### src/rtl/pixel_readout_pkg.sv
// Shared types and constants for the 2-row pixel readout block.
package pixel_readout_pkg;

  localparam int unsigned ROWS = 2;

  typedef enum logic [1:0] {
    StIdle,
    StArmed,
    StRow1,
    StDrain
  } state_e;

  function automatic int unsigned pix_idx_w(int unsigned cols);
    return (ROWS * cols > 1) ? $clog2(ROWS * cols) : 1;
  endfunction

endpackage

### src/rtl/nre_edge_detect.sv
// Registered falling-edge detector for an active-low read-enable strobe.
module nre_edge_detect (
  input  logic clk_i,
  input  logic reset_i,
  input  logic nre_i,
  output logic fall_o
);

  logic nre_q;

  // Resets high so a line already low at reset release is not seen as an edge.
  always_ff @(posedge clk_i) begin
    if (reset_i) begin
      nre_q <= 1'b1;
    end else begin
      nre_q <= nre_i;
    end
  end

  assign fall_o = nre_q & ~nre_i;

endmodule

### src/rtl/pixel_readout.sv
// Captures two ADC rows on NRE strobes and streams the 2xCOLS frame over valid/ready.
module pixel_readout
  import pixel_readout_pkg::*;
#(
  parameter int unsigned DATA_W = 8,
  parameter int unsigned COLS   = 2
) (
  input  logic                   clk,
  input  logic                   reset,
  input  logic                   erase,
  input  logic                   expose,
  input  logic                   ADC,
  input  logic                   NRE_1,
  input  logic                   NRE_2,
  input  logic [COLS*DATA_W-1:0] adc_data,
  output logic [DATA_W-1:0]      pix_data,
  output logic                   pix_valid,
  input  logic                   pix_ready,
  output logic                   frame_start,
  output logic                   frame_done,
  output logic                   overrun,
  output logic                   proto_err
);

  localparam int unsigned IdxW = pix_idx_w(COLS);
  localparam int unsigned NPix = ROWS * COLS;
  localparam int unsigned RowW = COLS * DATA_W;

  state_e            state_q, state_d;
  logic [IdxW-1:0]   idx_q, idx_d;
  logic [RowW-1:0]   row0_q, row0_d;
  logic [RowW-1:0]   row1_q, row1_d;
  logic              valid_q, valid_d;
  logic              pending_q, pending_d;
  logic              overrun_q, overrun_d;
  logic              proto_q, proto_d;

  logic fall1, fall2;
  logic ev1, ev2;
  logic accept, last;
  logic [DATA_W-1:0] pix_arr [NPix];

  // ADC only marks the conversion phase; nothing here depends on it.
  logic unused_adc;
  assign unused_adc = ADC;

  nre_edge_detect u_nre1 (
    .clk_i   (clk),
    .reset_i (reset),
    .nre_i   (NRE_1),
    .fall_o  (fall1)
  );

  nre_edge_detect u_nre2 (
    .clk_i   (clk),
    .reset_i (reset),
    .nre_i   (NRE_2),
    .fall_o  (fall2)
  );

  // A strobe counts only if it falls alone and outside the exposure phase.
  assign ev1    = fall1 & ~fall2 & ~expose;
  assign ev2    = fall2 & ~fall1 & ~expose;
  assign accept = valid_q & pix_ready;
  assign last   = accept && (idx_q == IdxW'(NPix - 1));

  always_comb begin
    state_d   = state_q;
    idx_d     = idx_q;
    row0_d    = row0_q;
    row1_d    = row1_q;
    valid_d   = valid_q;
    pending_d = pending_q;
    overrun_d = overrun_q;
    proto_d   = proto_q;

    if ((fall1 || fall2) && ((fall1 && fall2) || expose)) begin
      proto_d = 1'b1;
    end

    unique case (state_q)
      StIdle: begin
        if (erase) state_d = StArmed;
      end
      StArmed: begin
        if (ev1) begin
          row0_d  = adc_data;
          state_d = StRow1;
        end else if (ev2) begin
          proto_d = 1'b1;
        end
      end
      StRow1: begin
        if (erase) begin
          row0_d  = '0;
          state_d = StArmed;
        end else if (ev1) begin
          row0_d  = adc_data;
          proto_d = 1'b1;
        end else if (ev2) begin
          row1_d  = adc_data;
          idx_d   = '0;
          valid_d = 1'b1;
          state_d = StDrain;
        end
      end
      StDrain: begin
        if (erase) pending_d = 1'b1;
        if (ev1) overrun_d = 1'b1;
        if (last) begin
          idx_d     = '0;
          valid_d   = 1'b0;
          pending_d = 1'b0;
          state_d   = (pending_q || erase) ? StArmed : StIdle;
        end else if (accept) begin
          idx_d = idx_q + IdxW'(1);
        end
      end
      default: state_d = StIdle;
    endcase
  end

  always_ff @(posedge clk) begin
    if (reset) begin
      state_q   <= StIdle;
      idx_q     <= '0;
      row0_q    <= '0;
      row1_q    <= '0;
      valid_q   <= 1'b0;
      pending_q <= 1'b0;
      overrun_q <= 1'b0;
      proto_q   <= 1'b0;
    end else begin
      state_q   <= state_d;
      idx_q     <= idx_d;
      row0_q    <= row0_d;
      row1_q    <= row1_d;
      valid_q   <= valid_d;
      pending_q <= pending_d;
      overrun_q <= overrun_d;
      proto_q   <= proto_d;
    end
  end

  // Raster order: row 0 columns first, then row 1.
  for (genvar c = 0; c < COLS; c++) begin : g_col
    assign pix_arr[c]        = row0_q[c*DATA_W +: DATA_W];
    assign pix_arr[COLS + c] = row1_q[c*DATA_W +: DATA_W];
  end

  assign pix_data    = pix_arr[idx_q];
  assign pix_valid   = valid_q;
  assign frame_start = valid_q && (idx_q == '0);
  assign frame_done  = last;
  assign overrun     = overrun_q;
  assign proto_err   = proto_q;

endmodule

### config.mk
export PLATFORM = sky130hd
export DESIGN_NAME = pixel_readout
export DESIGN_NICKNAME = d
export VERILOG_FILES = /design/src/rtl/pixel_readout_pkg.sv /design/src/rtl/nre_edge_detect.sv /design/src/rtl/pixel_readout.sv
export SDC_FILE = /design/constraint.sdc
export NUM_CORES = 1
export LEC_CHECK = 0
export ABC_AREA = 1
export BUFFER_PORTS_ARGS = -buffer_cell sky130_fd_sc_hd__buf_4
export CAP_MARGIN = 20
export CORE_UTILIZATION = 49
export CTS_CLUSTER_SIZE = 20
export DETAILED_ROUTE_END_ITERATION = 8
export GPL_TIMING_DRIVEN = 0
export PLACE_DENSITY = 0.76
export SETUP_SLACK_MARGIN = 0.05
export SYNTH_ARGS = -nofsm -noshare
export SYNTH_HDL_FRONTEND = slang
export SYNTH_SLANG_ARGS = --single-unit
### constraint.sdc
create_clock -name clk -period 2.3 [get_ports clk]
set_input_delay 0.115 -clock clk [delete_from_list [all_inputs] [get_ports clk]]
set_output_delay 0.115 -clock clk [all_outputs]
set_load 0.01 [all_outputs]
* Word level (Yosys, flattened, before mapping)
Cells that the tools add are included.
** Cells by class
- Reductions and logical operators :: 18
- Equal/unequal tests :: 13
- $lt $le $gt $ge :: 1
- $add $sub $neg :: 1
- Mux-type cells :: 33
- Bitwise logic cells :: 15
** Operator list (count)
- 16-bit two-way mux :: 2
- 16-bit one-hot mux with 2 select lines :: 1
- 2-bit two-way mux :: 11
- 8-bit binary-select mux with 2-bit select :: 1
- 8-bit two-way mux :: 2
- 5-bit AND reduction :: 3
- 1-bit two-way mux :: 12
- 2-bit inequality test (second input constant) :: 6
- 3-bit inequality test (second input constant) :: 3
- 2-bit one-hot mux with 4 select lines :: 1
- 1-bit bitwise AND :: 7
- 1-bit NOT :: 7
- 2-bit equality test (second input constant) :: 3
- 2-bit nonzero test :: 3
- 1-bit logical AND :: 4
- 2-bit zero test :: 2
- 1-bit one-hot mux with 2 select lines :: 2
- 2-bit one-hot mux with 2 select lines :: 1
- 2-bit AND reduction :: 2
- 4-bit AND reduction :: 1
- 3-bit greater-or-equal comparator (second input constant) :: 1
- 1-bit logical OR :: 3
- 2-bit NOT with 3-bit output :: 1
- 2-bit by 1-bit adder with 2-bit output (second input constant) :: 1
- 2-bit by 1-bit equality test with 1-bit output (second input constant) :: 1
** Word-level totals
- Flip-flop bits (word level) :: 42
- Output and inout bits :: 13
- Word-level logic and storage cells :: 91

* Logic depth before layout (Yosys ltp)
Gate-level depths: netlist (run 1).
- Word-level depth :: 9
- Mapped depth :: 9
- Mapped depth without buffers :: 9

* Modules after synthesis
A second synthesis (run 1) with hierarchy kept.
** Second synthesis, totals
- Cells, all modules :: 300
- Area, all modules :: 2129.5 µm²
** Modules (own cells, without submodules)
- pixel_readout :: cells an instance 288, area an instance 2052.0 µm², instances 1
- nre_edge_detect :: cells an instance 6, area an instance 38.8 µm², instances 2

* Worst setup path after synthesis (run 1)
No wires, ideal clock.
- Kind :: reg2reg
- Start :: register state_q[0]
- End :: register row0_q[10]
- Path buffers :: 1
- Arrival time :: 1.527 ns
- Stages on the path, launching flop included :: 7
- Path slack :: 0.654 ns
- Cell sequence :: dfxtp_1 > inv_1 > ha_1 > inv_1 > o21ai_1 > buf_4 > nor3_2
** On the way
- Word-level cells in the longest chain between the ends :: 2
** RTL lines
- start, declared :: RTL line pixel_readout.sv:29 : state_e state_q, state_d;
- start signal, assigned :: RTL line pixel_readout.sv:125 : state_q <= StIdle;
- start signal, assigned :: RTL line pixel_readout.sv:134 : state_q <= state_d;
- 2-bit equality test or 2-bit by 1-bit equality test with 1-bit output (tied branches) :: RTL line pixel_readout.sv:81 : unique case (state_q)
- 16-bit one-hot mux with 2 select lines or 2-bit nonzero test (tied branches)
- end signal, assigned :: RTL line pixel_readout.sv:136 : row0_q <= row0_d;
- end, declared :: RTL line pixel_readout.sv:31 : logic [RowW-1:0] row0_q, row0_d;
Parallel ways exist; a longest one is shown, timed or not.
A chain may end at the register's enable or synchronous reset.

* Worst setup path after layout (run 1)
- Start :: register state_q[0]
- End :: register row0_q[6]
Same word-level chain as after synthesis.

==> results of run 1 <==
==> Yosys cell counts, types with 2 or more instances <==
| library cell | count | area (um^2) |
|---|---|---|
| inv_1 | 19 | 71.3 |
| ha_1 | 7 | 87.6 |
| nor2_2 | 11 | 68.8 |
| or2_2 | 2 | 12.5 |
| dfxtp_1 | 42 | 841 |
| nor3_2 | 10 | 100 |
| nand4_1 | 4 | 25.0 |
| nor2_4 | 4 | 45.0 |
| clkbuf_1 | 3 | 11.3 |
| o21ai_1 | 2 | 10.0 |
| a21oi_1 | 6 | 30.0 |
| nand2_1 | 27 | 101 |
| o22ai_1 | 8 | 50.1 |
| nor3_1 | 6 | 30.0 |
| buf_4 | 2 | 15.0 |
| nand3_1 | 7 | 35.0 |
| buf_6 | 3 | 33.8 |
| nor2_1 | 79 | 297 |
| o21ai_0 | 32 | 160 |
| buf_2 | 4 | 20.0 |
| inv_2 | 3 | 11.3 |
==> registers in the layout, indices dropped and copies added (netlist names) <==
name / cells
row0_q: 16
row1_q: 16
idx_q: 2
state_q: 2
overrun: 1
pending_q: 1
pix_valid: 1
proto_err: 1
u_nre1.nre_q: 1
u_nre2.nre_q: 1
==> cell type report <==
type / count / area share
plain buffers: 12 / 0.0315
repair buffers: 35 / 0.104
multi-input cells: 211 / 0.440
inverters: 22 / 0.0325
flip-flops and latches: 42 / 0.331
clock inverters: 1 / 0.00197
clock buffers: 7 / 0.0340
well taps: 50 / 0.0246
==> report_power, final <==
group / internal (mW) / switching [mW] / total (mW)
Sequential: 0.787 / 0.0433 / 0.831
Clock: 0.242 / 0.253 / 0.496
Combinational: 0.237 / 0.332 / 0.568
Total: 1.27 / 0.629 / 1.89
==> through the flow <==
step | power [mW] | hold WS (ns) | instances | worst slack (ns) | area, um^2
after global routing | 2.03 | 0.0247 | 380 | 0.235 | 2540
after CTS | 1.91 | 0.0193 | 380 | 0.372 | 2540
after floorplan | 1.23 | 0.212 | 287 | 0.654 | 2120
after detailed placement | 1.41 | 0.309 | 371 | 0.389 | 2440
after global placement | 1.40 | 0.303 | 371 | 0.408 | 2440
final | 1.89 | 0.0324 | 380 | 0.379 | 2540
==> path summary, 6_finish.rpt <==
| path | start | to | slack [ns] | cells past startpoint |
|---|---|---|---|---|
| setup reg to reg | state_q[0] | row0_q[6] | 0.38 | 6 |
| hold reg to reg | pending_q | pending_q | 0.48 | 2 |
| setup / recovery | state_q[0] | row0_q[6] | 0.38 | 6 |
| hold / removal | NRE_1 | u_nre1.nre_q | 0.03 | 2 |
==> per-layer routing <==
layer	up-vias	global-route usage
met5	-	0
met4	0	0.107
met3	8	0.0567
met2	44	0.337
met1	861	0.340
li1	1011	-
==> cell families (layout without fill, tap and decap cells) <==
kind of cell	Yosys count	in the layout	synth area share
compound gates	50	50	0.126
fa+ha+maj	7	7	0.0412
buf+inv	34	77	0.0766
flops	42	42	0.396
simple gates	154	154	0.361
==> critical path, stage by stage, from the launching register on <==
cell and delay, ns:
dfxtp_1 0.43, inv_1 0.13, ha_1 0.31, inv_1 0.11, o21ai_1 0.45, buf_4 0.32
nor3_2 0.07
==> timing repair <==
item                                    4_1_cts  5_1_grt
hold buffers                                  1        0
endpoints found under the hold margin         1        0
endpoints found under the setup margin        0        0
==> results.yml, run 1 <==
clock_network:
  cts_tree: "yes"
  postCtsResizedCells: 0
  clock-sinks: 42
  cts-root-buf: "clkbuf_8"
  cts.clk_slew.worst_paths_ns: 0.08
  cts_setup_buffers: 0
  cts_buffers: 5
  cts_buffer_depth: 2
  htree_num_levels: 2
  clk_latency_ns: 0.30
global_routing:
  grt_pass1_vias: 1772
  grt_max_degree: 13
  grt_usage: 0.238
  grt_overflow: 0
  antenna_found_initial: 0
  grt_first_pass_wirelength_um: 8030
sta:
  max_clock_freq_mhz: 520
  max_slew_margin: 0.664
  slew_violations: 0
  fin_crit_ns: 1.92
  rsz0062_at_grt: "false"
  worst_slew_pin_slew_ns: 0.500
  worst_clock_skew_ns: 0.00676
  fin_crit_sh: 0.835
  hold_violations: 0
  setup_viol: 0
  fin_tns_setup_ns: 0
route:
  wl_um: 4820
  drt-pass1-iter-count: 4
  via_per_inst: 5.06
  vias: 1924
  wl_met2_um: 2020
  drt_iter0_markers: 176
  wire_per_inst_um: 12.7
  highest_layer: "met4"
  drc: 0
  route.met3.wl_um: 251
  ant_nets: 0
  wl_met1_um: 2460
critical_path:
  crit_arrival_ns: 2.11
  worstSetupPathType: "register to register"
  crit_required_ns: 2.49
  start_kind: "register"
  worstPathMaxFanout: 10
  cp-end-kind: "register"
floorplanning:
  die_w_um: 67.8
  core_mm2: 0.00409
  start_util: 0.520
  io_pins: 37
  core.rowCount: 23
  design.die.area_mm2: 0.00460
  die_height_um: 67.8
logic_synthesis:
  syn_area_mm2: 0.00212
  ys_warn_count: 0
  synth_flop_cell: "dfxtp_1"
  synth_edf_count: 0
  syn_nets: 318
  synth_cell_types: 27
  synth.avg_cell_area_um2: 7.40
  ys_ff_latch: 42
  ys_seq_area_frac: 0.396
  async_reset_ff_frac: 0
  netlist_instances: 287
cells_and_area:
  seqCellArea_um2: 841
  antenna_cells: 0
  layout_commonest_cell: "nor2_1"
  fin_nets: 360
  fin_util: 0.622
  layout_common_cells: "nor2_1 (79), dfxtp_1 (42), buf_4 (36)"
  multiInputGateArea_mm2: 0.00112
  syn2layout_area_growth_pct: 19.7
  drive_above_1_share: 0.252
  n_fill_cell: 401
job:
  maxCapViolations: 0
power:
  power-per-cell-area_mw_per_mm2: 745
  leakage_nw: 1.14
  irDropWorstVdd_v: 0.000454
place:
  port_buffers: 34
  dpl.hpwl_um: 3540
  routabilityCongestion: 0.858
run_status:
  status: "completed"
worst_hold_path:
  hold_class: "primary input to register"
(Power assumes the default switching activity.)
==> run 2: changes to the inputs <==
clock period = 1.9 ns   (was 2.3 ns; I/O delays follow)
==> results.yml, run 2 (same netlist as run 1, synthesis figures left out) <==
floorplanning:
  die_w_um: 67.8
  design.die.area_mm2: 0.00460
  io_pins: 37
  core_mm2: 0.00409
  core.rowCount: 23
  start_util: 0.520
  die_height_um: 67.8
power:
  p_sw_frac: 0.334
  clock_power_share: 0.258
  combPwrFrac: 0.310
  seqPwrFrac: 0.432
  leakage_nw: 1.17
  total_power_mw: 2.33
  p_int_mw: 1.55
  p_switching_uw: 778
  irDropWorstVdd_v: 0.000550
  power-per-cell-area_mw_per_mm2: 897
route:
  ant_nets: 0
  wl_um: 4900
  drt-pass1-iter-count: 4
  wire_per_inst_um: 12.8
  vias: 1983
  drc: 0
  via_per_inst: 5.16
  drt_iter0_markers: 137
critical_path:
  cpMostUsedCell: "clkbuf_4"
  cp-end-kind: "output pin"
  worstPathMaxFanout: 10
  crit_family: "buffers and inverters"
  cp_cell_sequence: "clkbuf_4 > clkinvlp_4 > clkbuf_4 > ha_1 > nand2_1 > inv_1 > buf_4"
  crit_required_ns: 1.80
  cp_slowest_cell: "dfxtp_1"
  slowest_delay_ns: 0.34
  worstSetupPathType: "register to output pin"
  worst-path-buf-inv: 5
  ff2ff_path_depth: 6
  rr_endpoint: "row0_q[6]"
  start_kind: "register"
  cp_num_cells: 7
  r2r_start: "state_q[0]"
  r2r_setup_slack_ns: 0.24
  crit_arrival_ns: 1.62
worst_hold_path:
  worstHoldStart: "adc_data[0]"
  hold_class: "primary input to register"
  holdPathEnd: "row1_q[0]"
  hold_depth: 3
place:
  dp_slack_ns: -0.0110
  place_area_mm2: 0.00244
  routabilityCongestion: 0.858
  port_buffers: 34
  dpl.hpwl_um: 3540
global_routing:
  grt_first_pass_wirelength_um: 8110
  grt_pass1_vias: 1786
  grt_usage: 0.241
  antenna_found_initial: 0
  grt_overflow: 0
  grt_max_degree: 13
clock_network:
  cts-root-buf: "clkbuf_8"
  cts_tree: "yes"
  cts_buffers: 5
  clock-sinks: 42
  clk_latency_ns: 0.30
  cts_buffer_depth: 2
  htree_num_levels: 2
  cts.clk_slew.worst_paths_ns: 0.08
sta:
  max_clock_freq_mhz: 584
  rsz0062_at_grt: "false"
  worst_clock_skew_ns: 0.00607
  hold_violations: 0
  setup_viol: 0
  setup_slack_ns: 0.187
  fin_crit_sh: 0.902
  fin_tns_setup_ns: 0
  slew_violations: 0
  worst_slew_pin_slew_ns: 0.373
  fin_crit_ns: 1.71
  max_slew_margin: 0.751
cells_and_area:
  fin_nets: 364
  fin_util: 0.636
  drive_above_1_share: 0.272
  syn2layout_area_growth_pct: 22.3
  layout_commonest_cell: "nor2_1"
  reg_top3: "row0_q: 16 flops, row1_q: 16 flops"
  antenna_cells: 0
  layout_common_cells: "nor2_1 (79), dfxtp_1 (42), buf_4 (39)"
  final_area_mm2: 0.00260
job:
  maxCapViolations: 0
run_status:
  status: "completed"
run 2: worst max path at each step:
stage | from | end
floorplan | state_q[0] | row0_q[10]
global placement | state_q[0] | row0_q[12]
CTS | idx_q[0] | pix_data[3]
finish | idx_q[0] | frame_start
global route | idx_q[0] | frame_start
detailed placement | state_q[0] | row0_q[6]
run 2: power by group through the flow:
stage	clock network [mW]	registers [mW]	logic, mW
CTS	0.618	1.01	0.694
finish	0.600	1.01	0.723
detailed placement	0	1.03	0.684
global route	0.656	1.02	0.814
floorplan	0	1.02	0.473
global placement	0	1.02	0.675
run 2: worst reg2reg max path: cells and delay by family, from the launching register on:
family / cells / cell delay [ns]
adder cells (fa/ha/maj): 1 / 0.33
buffers and inverters: 3 / 0.49
AO/OA/AOI/OAI: 1 / 0.25
AND/OR/NAND/NOR: 1 / 0.07
flip-flops: 1 / 0.43
run 2: layout make-up:
cell class / count / area (um^2)
tap: 50 / 62.6
multi-input combinational: 211 / 1130
clock buffer: 7 / 86.3
inverter: 22 / 86.3
fill: 395 / 1490
clock inverter: 1 / 5.00
sequential: 42 / 841
timing repair buffer: 39 / 298
buffer: 12 / 87.6
run 2: routing by layer:
| layer | global-route usage | up-vias | routed length, um |
|---|---|---|---|
| met5 | 0 | - | 0 |
| met1 | 0.341 | 903 | 2500 |
| met3 | 0.0567 | 8 | 257 |
| li1 | - | 1021 | - |
| met4 | 0.107 | 0 | 94 |
| met2 | 0.345 | 51 | 2050 |
run 2: repair_timing:
action                                 CTS  global route
endpoints found under the hold margin    2             0
hold buffers                             2             0
setup endpoints to repair               10            17
gates resized for setup                  1             9
setup buffers                            0             3
run 2: per-stage QoR:
stage / hold slack [ns] / cells
2_1_floorplan: 0.192 / 287
3_3_place_gp: 0.283 / 371
3_5_place_dp: 0.289 / 371
4_1_cts: 0.0218 / 381
5_1_grt: 0.0219 / 384
6_report: 0.0278 / 384
==> run 3: changes to the inputs <==
SETUP_SLACK_MARGIN = 0.4   (was 0.05)
==> results.yml, run 3 (same netlist as run 1, synthesis figures left out) <==
run_status:
  status: "completed"
clock_network:
  cts-root-buf: "clkbuf_8"
  cts.clk_slew.worst_paths_ns: 0.08
  cts_buffer_depth: 2
  clock-sinks: 42
  clk_latency_ns: 0.30
  cts_buffers: 5
  htree_num_levels: 2
  cts_tree: "yes"
cells_and_area:
  layout_commonest_cell: "nor2_1"
  antenna_cells: 0
  fin_nets: 370
  drive_above_1_share: 0.335
  multiInputGateArea_mm2: 0.00120
  reg_top3: "row0_q: 16 flops, row1_q: 16 flops"
  layout_common_cells: "nor2_1 (78), buf_4 (44), dfxtp_1 (39)"
  syn2layout_area_growth_pct: 31.1
  n_fill_cell: 328
  seqCellArea_um2: 847
route:
  wl_met1_um: 2570
  drt-pass1-iter-count: 4
  drt_iter0_markers: 127
  drc: 0
  vias: 2053
  wl_um: 5310
  route.met3.wl_um: 256
  wire_per_inst_um: 13.6
  ant_nets: 0
  wl_met2_um: 2440
  highest_layer: "met4"
  via_per_inst: 5.26
critical_path:
  r2r_setup_slack_ns: 0.36
  r2r_start: "state_q[0]"
  slowest_delay_ns: 0.39
  cp-end-kind: "register"
  worstSetupPathType: "register to register"
  critPathLaunch: "state_q[0]"
  crit_family: "buffers and inverters"
  cp_slowest_cell: "dfxtp_4"
  cp_cell_sequence: "clkinvlp_4 > ha_4 > inv_4 > nor2_8 > inv_4 > buf_12 > nor2_2 > nor3_2"
  start_kind: "register"
  worstPathMaxFanout: 10
  worst-path-buf-inv: 4
  crit_arrival_ns: 1.73
  cpMostUsedCell: "inv_4"
  crit_required_ns: 2.09
power:
  p_switching_uw: 855
  irDropWorstVdd_v: 0.000689
  total_power_mw: 2.51
  power-per-cell-area_mw_per_mm2: 903
  leakage_nw: 1.25
  seqPwrFrac: 0.407
  p_int_mw: 1.66
  p_sw_frac: 0.341
  clock_power_share: 0.242
  combPwrFrac: 0.350
global_routing:
  grt_max_degree: 13
  grt_pass1_vias: 1817
  grt_usage: 0.240
  grt_overflow: 0
  grt_first_pass_wirelength_um: 8350
  antenna_found_initial: 0
sta:
  setup_viol: 0
  fin_crit_sh: 0.808
  slew_violations: 0
  rsz0062_at_grt: "true"
  worst_clock_skew_ns: 0.00639
  fin_tns_setup_ns: 0
  hold_violations: 0
  max_slew_margin: 0.736
  worst_slew_pin_slew_ns: 0.396
  fin_crit_ns: 1.54
  fin_hold_ws_ns: 0.0146
  max_clock_freq_mhz: 651
floorplanning:
  core_mm2: 0.00409
  die_w_um: 67.8
  core.rowCount: 23
  start_util: 0.520
  design.die.area_mm2: 0.00460
  io_pins: 37
  die_height_um: 67.8
job:
  maxCapViolations: 0
place:
  port_buffers: 34
  routabilityCongestion: 0.838
  dpl.hpwl_um: 3560
worst_hold_path:
  worstHoldStart: "NRE_1"
  hold_class: "primary input to register"
==> run 3: power groups by stage <==
stage	clock network [mW]	logic (mW)	registers [mW]
after floorplan	0	0.489	1.02
after global placement	0	0.692	1.02
after detailed placement	0	0.707	1.02
after CTS	0.620	0.749	1.01
after global routing	0.645	0.969	1.03
final	0.609	0.879	1.02
==> run 3: repair_timing <==
item | in CTS | in global routing
gates resized for setup | 20 | 26
setup buffers | 5 | 4
hold endpoints to repair | 1 | 0
setup endpoints to repair | 35 | 43
gates cloned | 0 | 1
pin swaps | 4 | 4
hold buffers | 1 | 0
==> run 3: path summary, 6_finish.rpt <==
check,endpoint,cells after the start
max,row0_q[5],8
min,u_nre1.nre_q,2
max reg2reg,row0_q[5],8
min reg2reg,pending_q,2
==> run 3: area by class of cell <==
class	instances	area share
plain buffers	12	0.0445
clock buffers	7	0.0310
multi-input cells	211	0.432
clock inverters	1	0.00180
well taps	50	0.0225
repair buffers	45	0.129
inverters	22	0.0355
flip-flops and latches	42	0.304
==> run 3: per-layer routing <==
layer  vias up  global-route usage
met1       956               0.351
met3         6              0.0467
met2        54               0.348
met4         0              0.0833
li1       1037                   -
met5         -                   0
==> run 3: stage by stage <==
| step | utilization | instances | worst slack, ns | area (um^2) |
|---|---|---|---|---|
| 2_1_floorplan | - | 287 | 0.421 | 2130 |
| 3_3_place_gp | 0.600 | 371 | 0.265 | 2450 |
| 3_5_place_dp | 0.600 | 371 | 0.252 | 2450 |
| 4_1_cts | 0.645 | 385 | 0.378 | 2640 |
| 5_1_grt | 0.681 | 390 | 0.315 | 2780 |
| 6_report | 0.681 | 390 | 0.364 | 2780 |
